`src/rtl/mem_bus_arbiter_pkg.sv`:
```
// -----------------------------------------------------------------------------
// mem_bus_arbiter_pkg
//   Shared constants for the two-master memory bus arbiter:
//   - FSM state encoding (ARB_IDLE, ARB_BUSY)
//   - bus owner encoding (OWN_M1 = fetch, OWN_M2 = data)
//   - default address/data widths and timeout
//   Optional build macro used by the arbiter files: MEM_ARB_RR_EN
// -----------------------------------------------------------------------------
package mem_bus_arbiter_pkg;

    // FSM state encoding
    localparam logic [0:0] ARB_IDLE = 1'b0;
    localparam logic [0:0] ARB_BUSY = 1'b1;

    // Owner encoding (also used for the last-owner bit in round-robin builds)
    localparam logic [0:0] OWN_M1 = 1'b0;
    localparam logic [0:0] OWN_M2 = 1'b1;

    // Default widths
    localparam int ARB_ADDR_W_DEF  = 64;
    localparam int ARB_DATA_W_DEF  = 64;
    localparam int ARB_TIMEOUT_DEF = 16;

    // Width of a counter that must hold 0 .. timeout-1
    function automatic int arb_cnt_w(input int timeout);
        return (timeout > 2) ? $clog2(timeout) : 1;
    endfunction

endpackage

```
`src/rtl/mem_bus_arbiter_arb_pick.sv`:
```
// -----------------------------------------------------------------------------
// arb_pick
//   Combinational winner select between the two bus masters.
//   Default build: fixed priority, master 2 wins a tie.
//   MEM_ARB_RR_EN defined: on a tie the master that was NOT served last wins.
//
// Ports:
//   req_1_i        in   effective request of master 1 (fetch)
//   req_2_i        in   effective request of master 2 (data)
//   last_owner_i   in   owner of the previous grant (MEM_ARB_RR_EN only)
//   grant_valid_o  out  at least one request is present
//   grant_owner_o  out  winning master (OWN_M1 / OWN_M2), don't-care if !valid
// -----------------------------------------------------------------------------
module arb_pick
    import mem_bus_arbiter_pkg::*;
(
    input  logic       req_1_i,
    input  logic       req_2_i,
`ifdef MEM_ARB_RR_EN
    input  logic [0:0] last_owner_i,
`endif
    output logic       grant_valid_o,
    output logic [0:0] grant_owner_o
);

    assign grant_valid_o = req_1_i | req_2_i;

    always_comb begin
        grant_owner_o = OWN_M2;
        if (req_1_i && !req_2_i) begin
            grant_owner_o = OWN_M1;
        end
`ifdef MEM_ARB_RR_EN
        // Tie: master 2 was served last, so master 1 takes this one.
        else if (req_1_i && req_2_i && (last_owner_i == OWN_M2)) begin
            grant_owner_o = OWN_M1;
        end
`endif
    end

endmodule

```
`src/rtl/mem_bus_arbiter.sv`:
```
// -----------------------------------------------------------------------------
// mem_bus_arbiter
//   Two-master (1 = fetch, 2 = data) to one-slave memory bus arbiter.
//   IDLE: pick a winner, register its address/write/wdata onto S_*, go BUSY.
//   BUSY: S_HSEL high; finish on S_HREADY (capture S_HRDATA) or abort after
//         TIMEOUT BUSY cycles without S_HREADY (HRDATA = 0, bus_err pulse).
//   Arbitration: fixed priority (master 2 wins) by default; round-robin when
//   the MEM_ARB_RR_EN macro is defined.
//
// Handshake: a master raises HTRANS_x with its address/data and holds them
//   until the one-cycle done_x pulse; done_x marks the transfer complete and
//   HRDATA valid. Dropping HTRANS_x early does not cancel a granted transfer.
//
// Ports:
//   CLK, RESET                 clock (rising edge), async active-low reset
//   HTRANS_x/HADDR_x/HWRITE_x/HWDATA_x   master x request
//   HRDATA                     read data of the last completed transfer
//   done_1, done_2, bus_err    completion / timeout-abort pulses
//   stall                      any request pending and not completing
//   S_HSEL/S_HADDR/S_HWRITE/S_HWDATA     registered slave request
//   S_HRDATA, S_HREADY         slave response
//   dbg_state_o                current FSM state (ARB_IDLE / ARB_BUSY)
// -----------------------------------------------------------------------------
module mem_bus_arbiter
    import mem_bus_arbiter_pkg::*;
#(
    parameter int ADDR_W  = ARB_ADDR_W_DEF,
    parameter int DATA_W  = ARB_DATA_W_DEF,
    parameter int TIMEOUT = ARB_TIMEOUT_DEF
) (
    input  logic              CLK,
    input  logic              RESET,
    input  logic              HTRANS_1,
    input  logic [ADDR_W-1:0] HADDR_1,
    input  logic              HWRITE_1,
    input  logic [DATA_W-1:0] HWDATA_1,
    input  logic              HTRANS_2,
    input  logic [ADDR_W-1:0] HADDR_2,
    input  logic              HWRITE_2,
    input  logic [DATA_W-1:0] HWDATA_2,
    output logic [DATA_W-1:0] HRDATA,
    output logic              done_1,
    output logic              done_2,
    output logic              bus_err,
    output logic              stall,
    output logic              S_HSEL,
    output logic [ADDR_W-1:0] S_HADDR,
    output logic              S_HWRITE,
    output logic [DATA_W-1:0] S_HWDATA,
    input  logic [DATA_W-1:0] S_HRDATA,
    input  logic              S_HREADY,
    output logic [0:0]        dbg_state_o
);

    localparam int               CNT_W   = arb_cnt_w(TIMEOUT);
    localparam logic [CNT_W-1:0] CNT_MAX = CNT_W'(TIMEOUT - 1);

    logic [0:0]        state_q,    state_d;
    logic [0:0]        owner_q,    owner_d;
    logic [CNT_W-1:0]  cnt_q,      cnt_d;
    logic [DATA_W-1:0] hrdata_q,   hrdata_d;
    logic              done_1_q,   done_1_d;
    logic              done_2_q,   done_2_d;
    logic              bus_err_q,  bus_err_d;
    logic [ADDR_W-1:0] s_haddr_q,  s_haddr_d;
    logic              s_hwrite_q, s_hwrite_d;
    logic [DATA_W-1:0] s_hwdata_q, s_hwdata_d;

    logic              req_1, req_2;
    logic              grant_valid;
    logic [0:0]        grant_owner;

    // A master still holds HTRANS during the cycle its done pulse is out;
    // masking it here keeps that finished request from being granted again.
    assign req_1 = HTRANS_1 & ~done_1_q;
    assign req_2 = HTRANS_2 & ~done_2_q;

`ifdef MEM_ARB_RR_EN
    logic [0:0] last_q, last_d;

    always_comb begin
        last_d = last_q;
        if ((state_q == ARB_IDLE) && grant_valid) begin
            last_d = grant_owner;
        end
    end

    // Resets to "master 1 served last" so master 2 wins the first tie.
    always_ff @(posedge CLK or negedge RESET) begin
        if (!RESET) begin
            last_q <= OWN_M1;
        end else begin
            last_q <= last_d;
        end
    end
`endif

    arb_pick u_arb_pick (
        .req_1_i       (req_1),
        .req_2_i       (req_2),
`ifdef MEM_ARB_RR_EN
        .last_owner_i  (last_q),
`endif
        .grant_valid_o (grant_valid),
        .grant_owner_o (grant_owner)
    );

    always_comb begin
        state_d    = state_q;
        owner_d    = owner_q;
        cnt_d      = cnt_q;
        hrdata_d   = hrdata_q;
        done_1_d   = 1'b0;
        done_2_d   = 1'b0;
        bus_err_d  = 1'b0;
        s_haddr_d  = s_haddr_q;
        s_hwrite_d = s_hwrite_q;
        s_hwdata_d = s_hwdata_q;

        case (state_q)
            ARB_IDLE: begin
                // S_HREADY is deliberately not looked at here.
                if (grant_valid) begin
                    owner_d = grant_owner;
                    cnt_d   = '0;
                    state_d = ARB_BUSY;
                    if (grant_owner == OWN_M2) begin
                        s_haddr_d  = HADDR_2;
                        s_hwrite_d = HWRITE_2;
                        s_hwdata_d = HWDATA_2;
                    end else begin
                        s_haddr_d  = HADDR_1;
                        s_hwrite_d = HWRITE_1;
                        s_hwdata_d = HWDATA_1;
                    end
                end
            end
            ARB_BUSY: begin
                // S_HREADY takes precedence over a timeout in the same cycle.
                if (S_HREADY) begin
                    hrdata_d = S_HRDATA;
                    done_1_d = (owner_q == OWN_M1);
                    done_2_d = (owner_q == OWN_M2);
                    state_d  = ARB_IDLE;
                end else if (cnt_q == CNT_MAX) begin
                    hrdata_d  = '0;
                    done_1_d  = (owner_q == OWN_M1);
                    done_2_d  = (owner_q == OWN_M2);
                    bus_err_d = 1'b1;
                    state_d   = ARB_IDLE;
                end else begin
                    cnt_d = cnt_q + CNT_W'(1);
                end
            end
            default: begin
                state_d = ARB_IDLE;
            end
        endcase
    end

    always_ff @(posedge CLK or negedge RESET) begin
        if (!RESET) begin
            state_q    <= ARB_IDLE;
            owner_q    <= OWN_M1;
            cnt_q      <= '0;
            hrdata_q   <= '0;
            done_1_q   <= 1'b0;
            done_2_q   <= 1'b0;
            bus_err_q  <= 1'b0;
            s_haddr_q  <= '0;
            s_hwrite_q <= 1'b0;
            s_hwdata_q <= '0;
        end else begin
            state_q    <= state_d;
            owner_q    <= owner_d;
            cnt_q      <= cnt_d;
            hrdata_q   <= hrdata_d;
            done_1_q   <= done_1_d;
            done_2_q   <= done_2_d;
            bus_err_q  <= bus_err_d;
            s_haddr_q  <= s_haddr_d;
            s_hwrite_q <= s_hwrite_d;
            s_hwdata_q <= s_hwdata_d;
        end
    end

    assign HRDATA      = hrdata_q;
    assign done_1      = done_1_q;
    assign done_2      = done_2_q;
    assign bus_err     = bus_err_q;
    assign S_HSEL      = (state_q == ARB_BUSY);
    assign S_HADDR     = s_haddr_q;
    assign S_HWRITE    = s_hwrite_q;
    assign S_HWDATA    = s_hwdata_q;
    assign dbg_state_o = state_q;
    assign stall       = (HTRANS_1 & ~done_1_q) | (HTRANS_2 & ~done_2_q);

endmodule

```
`config.mk`:
```
export PLATFORM = sky130hd
export DESIGN_NAME = mem_bus_arbiter
export DESIGN_NICKNAME = d
export VERILOG_FILES = /design/src/rtl/mem_bus_arbiter_pkg.sv /design/src/rtl/mem_bus_arbiter_arb_pick.sv /design/src/rtl/mem_bus_arbiter.sv
export SDC_FILE = /design/constraint.sdc
export NUM_CORES = 1
export LEC_CHECK = 0
export BUFFER_PORTS_ARGS = -buffer_cell sky130_fd_sc_hd__buf_2
export CORE_AREA = 5 5 202 204
export CTS_CLUSTER_SIZE = 25
export DETAILED_ROUTE_END_ITERATION = 16
export DIE_AREA = 0 0 207 209
export SETUP_SLACK_MARGIN = 0.02
export SYNTH_ARGS = -nofsm -noshare
export SYNTH_HDL_FRONTEND = slang
export SYNTH_SLANG_ARGS = --single-unit
```
`constraint.sdc`:
```
create_clock -name CLK -period 2 [get_ports CLK]
set_input_delay 0 -clock CLK [delete_from_list [all_inputs] [get_ports CLK]]
set_output_delay 0 -clock CLK [all_outputs]
set_load 0.01 [all_outputs]
```
==> run_results.csv, run 1 <==
group,metric,value,unit
die,die_area,43260,sq um
die,die-width,207,um
worst_setup_path,worst-endpoint-arrival,2270,ps
synthesis,yosys_register_bits,202,
worst_setup_path,crit_family,"buffers and inverters",
sta,skew,12.75,ps
route,via_to_cell_ratio,4.382,
sta,finalHoldWorstSlack,118.9,ps
worst_setup_path,worstSetupEndpointType,"flip-flop",
global_route,grt_pass1_vias,10160,
placement,dpl.hpwl,23.08,mm
worst_setup_path,worst-r2r-cell-count,6,
layout,num-nets-final,1940,
cts,htree_levels,1,
route,first_pass_iters,5,
synthesis,number_of_synthesis_warnings,0,
sta,worst_slew_margin_relative_to_its_limit,0.5544,
synthesis,ys_seq_area_frac,0.5881,
sta,fmax,0.5231,GHz
synthesis,synth_area_leaders,"dfrtp_1 59%, mux2i_1 15%, a21oi_1 7.6%",
synthesis,synthCells,742,
sta,rsz_0062_raised_after_global_routing,"true",
synthesis,synth_largest_type_area_fraction,0.5881,
route,met1Wirelength,14.66,mm
die,chipHeight,209,um
placement,gp_congestion,0.9335,
cts,clkSinkCount,202,
cts,worst_skew_pair.late_latency,510,ps
worst_setup_path,critical_path.max_fanout,9,
route,num_vias,9438,
sta,period_minus_slack,1912,ps
layout,synthToLayoutAreaGrowth,87.99,%
route,met3_length,3.168,mm
worst_setup_path,path_cells,"nand2b_4 > nand2b_4 > buf_16 > mux2i_1 > dlygate4sd3_1 > a21oi_1",
cts,cts_buffer_depth,3,
synthesis,synth_area,8594,sq um
run_status,status,"completed",
worst_setup_path,critical_path.reg2reg.startpoint,"done_2",
sta,report.final.setup_viol,0,
route,route.top_layer_used,"met5",
worst_setup_path,worstPathRequired,2360,ps
worst_setup_path,buffer_and_inverter_count_on_the_worst_path,2,
synthesis,synth.net_count,1070,
cts,clock_tree.root_cell,"clkbuf_16",
power_and_ir_drop,power.density,1045,nW/um^2
sta,report.final.hold_viol_count,0,
worst_setup_path,setup.worst_path.start_class,"flip-flop",
die,rows,73,
layout,final_layout_size_suffix_gt1_frac,0.3802,
route,ant_nets,0,
global_route,groute.usage.overall,0.1571,
sta,post-route-period-util,0.9558,
die,boundaryPins,526,
cts,cts_buffers,23,
worst_setup_path,critPathMostFrequentCell,"nand2b_4",
worst_setup_path,ff2ff_setup_slack,90,ps
layout,post_layout_nonfiller_instances,2154,
cts,clkTransAtPathRegs,60,ps
layout,stdcell_area,16160,sq um
die,initial_core_util,0.2199,
placement,dp_cells,1770,
power_and_ir_drop,power.ir.vdd_worst,507.5,uV
placement,buffer_ports.inserted,525,
synthesis,synth.distinct_cells,25,
power_and_ir_drop,static-leakage-power,8.244,nW
placement,preCtsSetupSlack,287.4,ps
global_route,grt_first_pass_wirelength,55.87,mm
cts,cts_tree,"done",
sta,slew_violations,0,
worst_hold_path,holdCritPathClass,"input pin to asynchronous set/reset pin",
global_route,grt_max_degree,105,
worst_setup_path,cp_slowest_stage_delay,560,ps
global_route,gr-total-overflow,0,
route,wl_met2,18.25,mm
worst_setup_path,cpMaxStageDelayCell,"dlygate4sd3_1",
route,wirelength,37.73,mm
worst_setup_path,timing_worst_setup_path_type,"flip-flop to flip-flop",
synthesis,synth.largest_area_cell,"dfrtp_1",
sta,postLayoutSetupSlackWorst,88.40,ps
global_route,antenna_violations_before_repair,2,
route,drc_errors,0,
route,drt-initial-drc-count,605,
route,routedWlPerCell,17.52,um
placement,placed_area,11950,sq um
power_and_ir_drop,post_layout_power,16.88,mW
die,core-area,39090,sq um
worst_setup_path,r2r-end,"S_HWDATA[57]",
run,drv_cap,0,
sta,max_slew.worst_pin.slew,668.4,ps
synthesis,avgSynthCellArea,11.58,sq um
-- Yosys cell counts --
cell / n
a21oi_4: 1
a32o_1: 1
a41oi_2: 1
a21oi_1: 131
nand2b_1: 2
buf_6: 13
o22ai_1: 1
buf_1: 3
mux2i_1: 129
clkbuf_1: 18
o21ai_1: 1
a21o_1: 2
nand3_1: 3
nor3_1: 1
nand2b_4: 2
dfrtp_1: 202
nand2_1: 3
buf_4: 3
inv_1: 3
a22o_1: 64
and2_1: 1
ha_1: 1
nor2_1: 134
buf_2: 21
nor2b_1: 1
-- worst max-delay path by stage --
stage / from / to / slack, ps / cells after the start
finish: done_2 / S_HWDATA[57] / 90 / 6
floorplan: S_HSEL / cnt_q[1] / 520 / 5
detailed placement: done_2 / S_HWDATA[46] / 290 / 6
global route: done_2 / S_HADDR[52] / -30 / 6
CTS: done_2 / S_HWDATA[57] / 50 / 6
global placement: done_2 / S_HWDATA[46] / 350 / 6
-- worst reg2reg max path: cells and delay by family (launching register included) --
kind	cells	cell delay, ps
simple gates	2	360
mux	1	210
flops	1	380
compound gates	1	70
buf+inv	2	750
-- cells in the final DEF (no fill, tap or decap), drive strengths merged, types with 2 or more instances in the layout --
cell type and count:
a21oi 132, inv 3, clkbuf 39, dlygate4sd3 326
a22o 64, nor2 134, a21o 2, clkinv 6
nand2 3, nand3 3, buf 572, nand2b 4
dfrtp 202, mux2i 129
-- layout make-up --
type | count | area (sq um)
clock inverter | 7 | 60.06
fill | 3592 | 22940
inverter | 3 | 11.26
tap | 525 | 656.9
clock buffer | 34 | 666.9
timing repair buffer | 903 | 6505
multi-input combinational | 479 | 3199
antenna | 1 | 2.502
sequential | 202 | 5055
-- registers in the layout, summed over array words and instances (netlist names) --
register and cells:
bus_err 1, done_2 1, S_HWDATA 64, done_1 1, owner_q 1, HRDATA 64
S_HSEL 1, S_HADDR 64, S_HWRITE 1, cnt_q 4
-- cell families after synthesis --
family	synth area share
AND/OR/NAND/NOR	0.06828
buffers and inverters	0.04236
AO/OA/AOI/OAI	0.1495
adder cells (fa/ha/maj)	0.001456
multiplexers	0.1502
flip-flops	0.5881
-- power by group --
| group | leakage [nW] | internal [mW] | switching, mW | total, mW |
|---|---|---|---|---|
| combinational | 5.57 | 2.97 | 3.40 | 6.38 |
| sequential | 2.31 | 5.56 | 0.880 | 6.44 |
| clock | 0.364 | 2.43 | 1.63 | 4.06 |
-- routing by layer --
layer | vias to the layer above | GRT usage
met2 | 551 | 0.2723
li1 | 4374 | -
met1 | 4394 | 0.1823
met3 | 117 | 0.04519
met4 | 2 | 0.06589
met5 | - | 0
-- timing repair --
action / 4_1_cts / 5_1_grt
setup endpoints to repair: 0 / 8
resized for setup: 0 / 2
hold endpoints to repair: 357 / 4
hold buffers: 326 / 4
setup buffers: 0 / 12
-- through the flow --
stage | setup TNS [ps] | util
floorplan | 0 | -
global placement | 0 | 0.3057
detailed placement | 0 | 0.3057
CTS | 0 | 0.4078
global route | -25.50 | 0.4133
finish | 0 | 0.4133
No activity file was read; power rests on OpenSTA's default activity.
==> run 2: changes to the inputs <==
CORE_AREA = 5 5 203 205   (was 5 5 202 204)
CTS_CLUSTER_DIAMETER = 50   (was not set)
DIE_AREA = 0 0 208 210   (was 0 0 207 209)
PLACE_DENSITY = 0.51   (was not set)
==> run 2 against run 1 <==
- sequential cell count stayed put
- via count shrank 2.9%
- clock power up 8.4%
- sequential power is 0.9% lower
- fmax is 6.8% higher
- clock skew is 9.4 ps higher
- design area decreased by 0.36%
- hold slack gained 99 ps
- non-clock buffer count decreased by 14
- setup slack improved by 120 ps
- critical endpoint is now S_HWDATA[62]
==> run_results.csv, run 2 (synthesis results as in run 1) <==
group,metric,value,unit
run_status,status,"completed",
route,first_pass_iters,4,
die,chipHeight,210,um
sta,postLayoutSetupSlackWorst,209.4,ps
layout,final_layout_size_suffix_gt1_frac,0.3765,
layout,num-nets-final,1927,
global_route,groute.usage.overall,0.1622,
global_route,grt_pass1_vias,10030,
worst_setup_path,worst-endpoint-arrival,2430,ps
worst_hold_path,holdCritPathClass,"input pin to flip-flop",
sta,report.final.setup_viol,0,
worst_setup_path,buffer_and_inverter_count_on_the_worst_path,4,
power_and_ir_drop,static-leakage-power,8.192,nW
sta,worst_slew_margin_relative_to_its_limit,0.6684,
global_route,gr-total-overflow,0,
route,num_vias,9163,
worst_setup_path,setup.worst_path.start_class,"input pin",
worst_setup_path,worst-r2r-cell-count,6,
worst_setup_path,cpMaxStageDelayCell,"dlygate4sd3_1",
sta,skew,22.11,ps
cts,clock_tree.root_cell,"clkbuf_16",
placement,dpl.hpwl,24.85,mm
sta,max_slew.worst_pin.slew,495.8,ps
power_and_ir_drop,power.ir.vdd_worst,515.3,uV
die,die-width,208,um
cts,cts_buffer_depth,3,
route,via_to_cell_ratio,4.278,
cts,worst_skew_pair.late_latency,530,ps
placement,preCtsSetupSlack,275.6,ps
worst_setup_path,critical_path.max_fanout,42,
route,ant_nets,0,
worst_setup_path,worstPathRequired,2640,ps
cts,cts_buffers,24,
worst_setup_path,critPathMostFrequentCell,"dlygate4sd3_1",
cts,cts_tree,"done",
global_route,grt_max_degree,65,
worst_setup_path,worstSetupEndpointType,"asynchronous set/reset pin",
die,rows,73,
worst_hold_path,worst_hold_path.num_cells,3,
route,wirelength,37.31,mm
route,drt-initial-drc-count,478,
sta,report.final.hold_viol_count,0,
sta,post-route-period-util,0.8953,
placement,gp_congestion,0.8710,
cts,cts_post_setup_buffers_inserted,0,
worst_setup_path,r2r-end,"S_HADDR[34]",
die,die_area,43680,sq um
sta,finalSetupTns,0,ps
global_route,antenna_violations_before_repair,2,
cts,clkTransAtPathRegs,70,ps
sta,fmax,0.5585,GHz
worst_setup_path,path_cells,"dlygate4sd3_1 > dlygate4sd3_1 > clkbuf_8 > dlygate4sd3_1",
placement,buffer_ports.inserted,525,
die,boundaryPins,526,
layout,synthToLayoutAreaGrowth,87.30,%
sta,slew_violations,0,
worst_hold_path,min-delay-start,"S_HRDATA[14]",
sta,period_minus_slack,1791,ps
die,initial_core_util,0.2188,
power_and_ir_drop,power.density,1060,nW/um^2
cts,htree_levels,1,
die,core-area,39280,sq um
worst_hold_path,timing.hold.worst_endpoint,"HRDATA[14]",
worst_setup_path,timing_worst_setup_path_type,"input pin to asynchronous set/reset pin",
route,routedWlPerCell,17.42,um
run,drv_cap,0,
cts,clkSinkCount,202,
worst_setup_path,cp_slowest_stage_delay,930,ps
power_and_ir_drop,post_layout_power,17.06,mW
global_route,grt_first_pass_wirelength,57.44,mm
worst_setup_path,critical_path.reg2reg.startpoint,"done_2",
layout,most-common-layout-cells,"524 x buf_2, 328 x dlygate4sd3_1, 202 x dfrtp_1",
route,drc_errors,0,
worst_setup_path,ff2ff_setup_slack,220,ps
sta,rsz_0062_raised_after_global_routing,"false",
worst_setup_path,crit_family,"buffers and inverters",
layout,final_common_cell,"buf_2",
run 2: how the worst max path moves through the flow:
| stage | start | endpoint | slack [ps] | depth (start not counted) |
|---|---|---|---|---|
| after global placement | done_2 | S_HWDATA[50] | 320 | 6 |
| after floorplan | S_HSEL | cnt_q[1] | 520 | 5 |
| final | RESET | S_HWDATA[62] | 210 | 4 |
| after detailed placement | done_2 | S_HWDATA[50] | 280 | 6 |
| after CTS | RESET | S_HADDR[0] | 220 | 4 |
| after global routing | RESET | S_HWDATA[61] | 70 | 4 |
run 2: where the power goes:
group / switching, mW / leakage, nW / internal (mW) / total (mW)
logic: 3.38 / 5.48 / 2.90 / 6.28
clock network: 1.81 / 0.398 / 2.59 / 4.40
registers: 0.817 / 2.31 / 5.56 / 6.38
run 2: timing repair:
item	CTS	global route
hold buffers	328	0
endpoints found under the hold margin	404	0
setup endpoints to repair	0	0
gates resized for setup	0	0
run 2: stage by stage:
stage	area, sq um	std cells	utilization	hold slack (ps)
global route	16100	2142	0.4099	215.7
global placement	12000	1770	0.3055	-11.41
finish	16100	2142	0.4099	217.9
CTS	16090	2140	0.4097	184.6
floorplan	8594	742	-	-295.6
detailed placement	12000	1770	0.3055	-13.07
run 2: routing by layer:
| layer | track usage | wire, um |
|---|---|---|
| met4 | 0.05934 | 1178 |
| met2 | 0.2886 | 18620 |
| met3 | 0.04405 | 2870 |
| met1 | 0.1882 | 14640 |
| met5 | 0 | 0 |
run 2: layout make-up:
class                      instances  area [sq um]
timing repair buffer             889          6365
clock inverter                    12         125.1
antenna                            2         5.005
tap                              525         656.9
sequential                       202          5055
multi-input combinational        479          3196
clock buffer                      30         684.4
inverter                           3         11.26
fill                            3671         23180
run 2: worst register-to-register path, delay by kind of cell (launching register included):
kind | cells | cell delay (ps)
and+or+nand+nor | 2 | 360
muxes | 1 | 270
DFF | 1 | 380
buffers and inverters | 2 | 480
AOI/OAI and AO/OA | 1 | 140
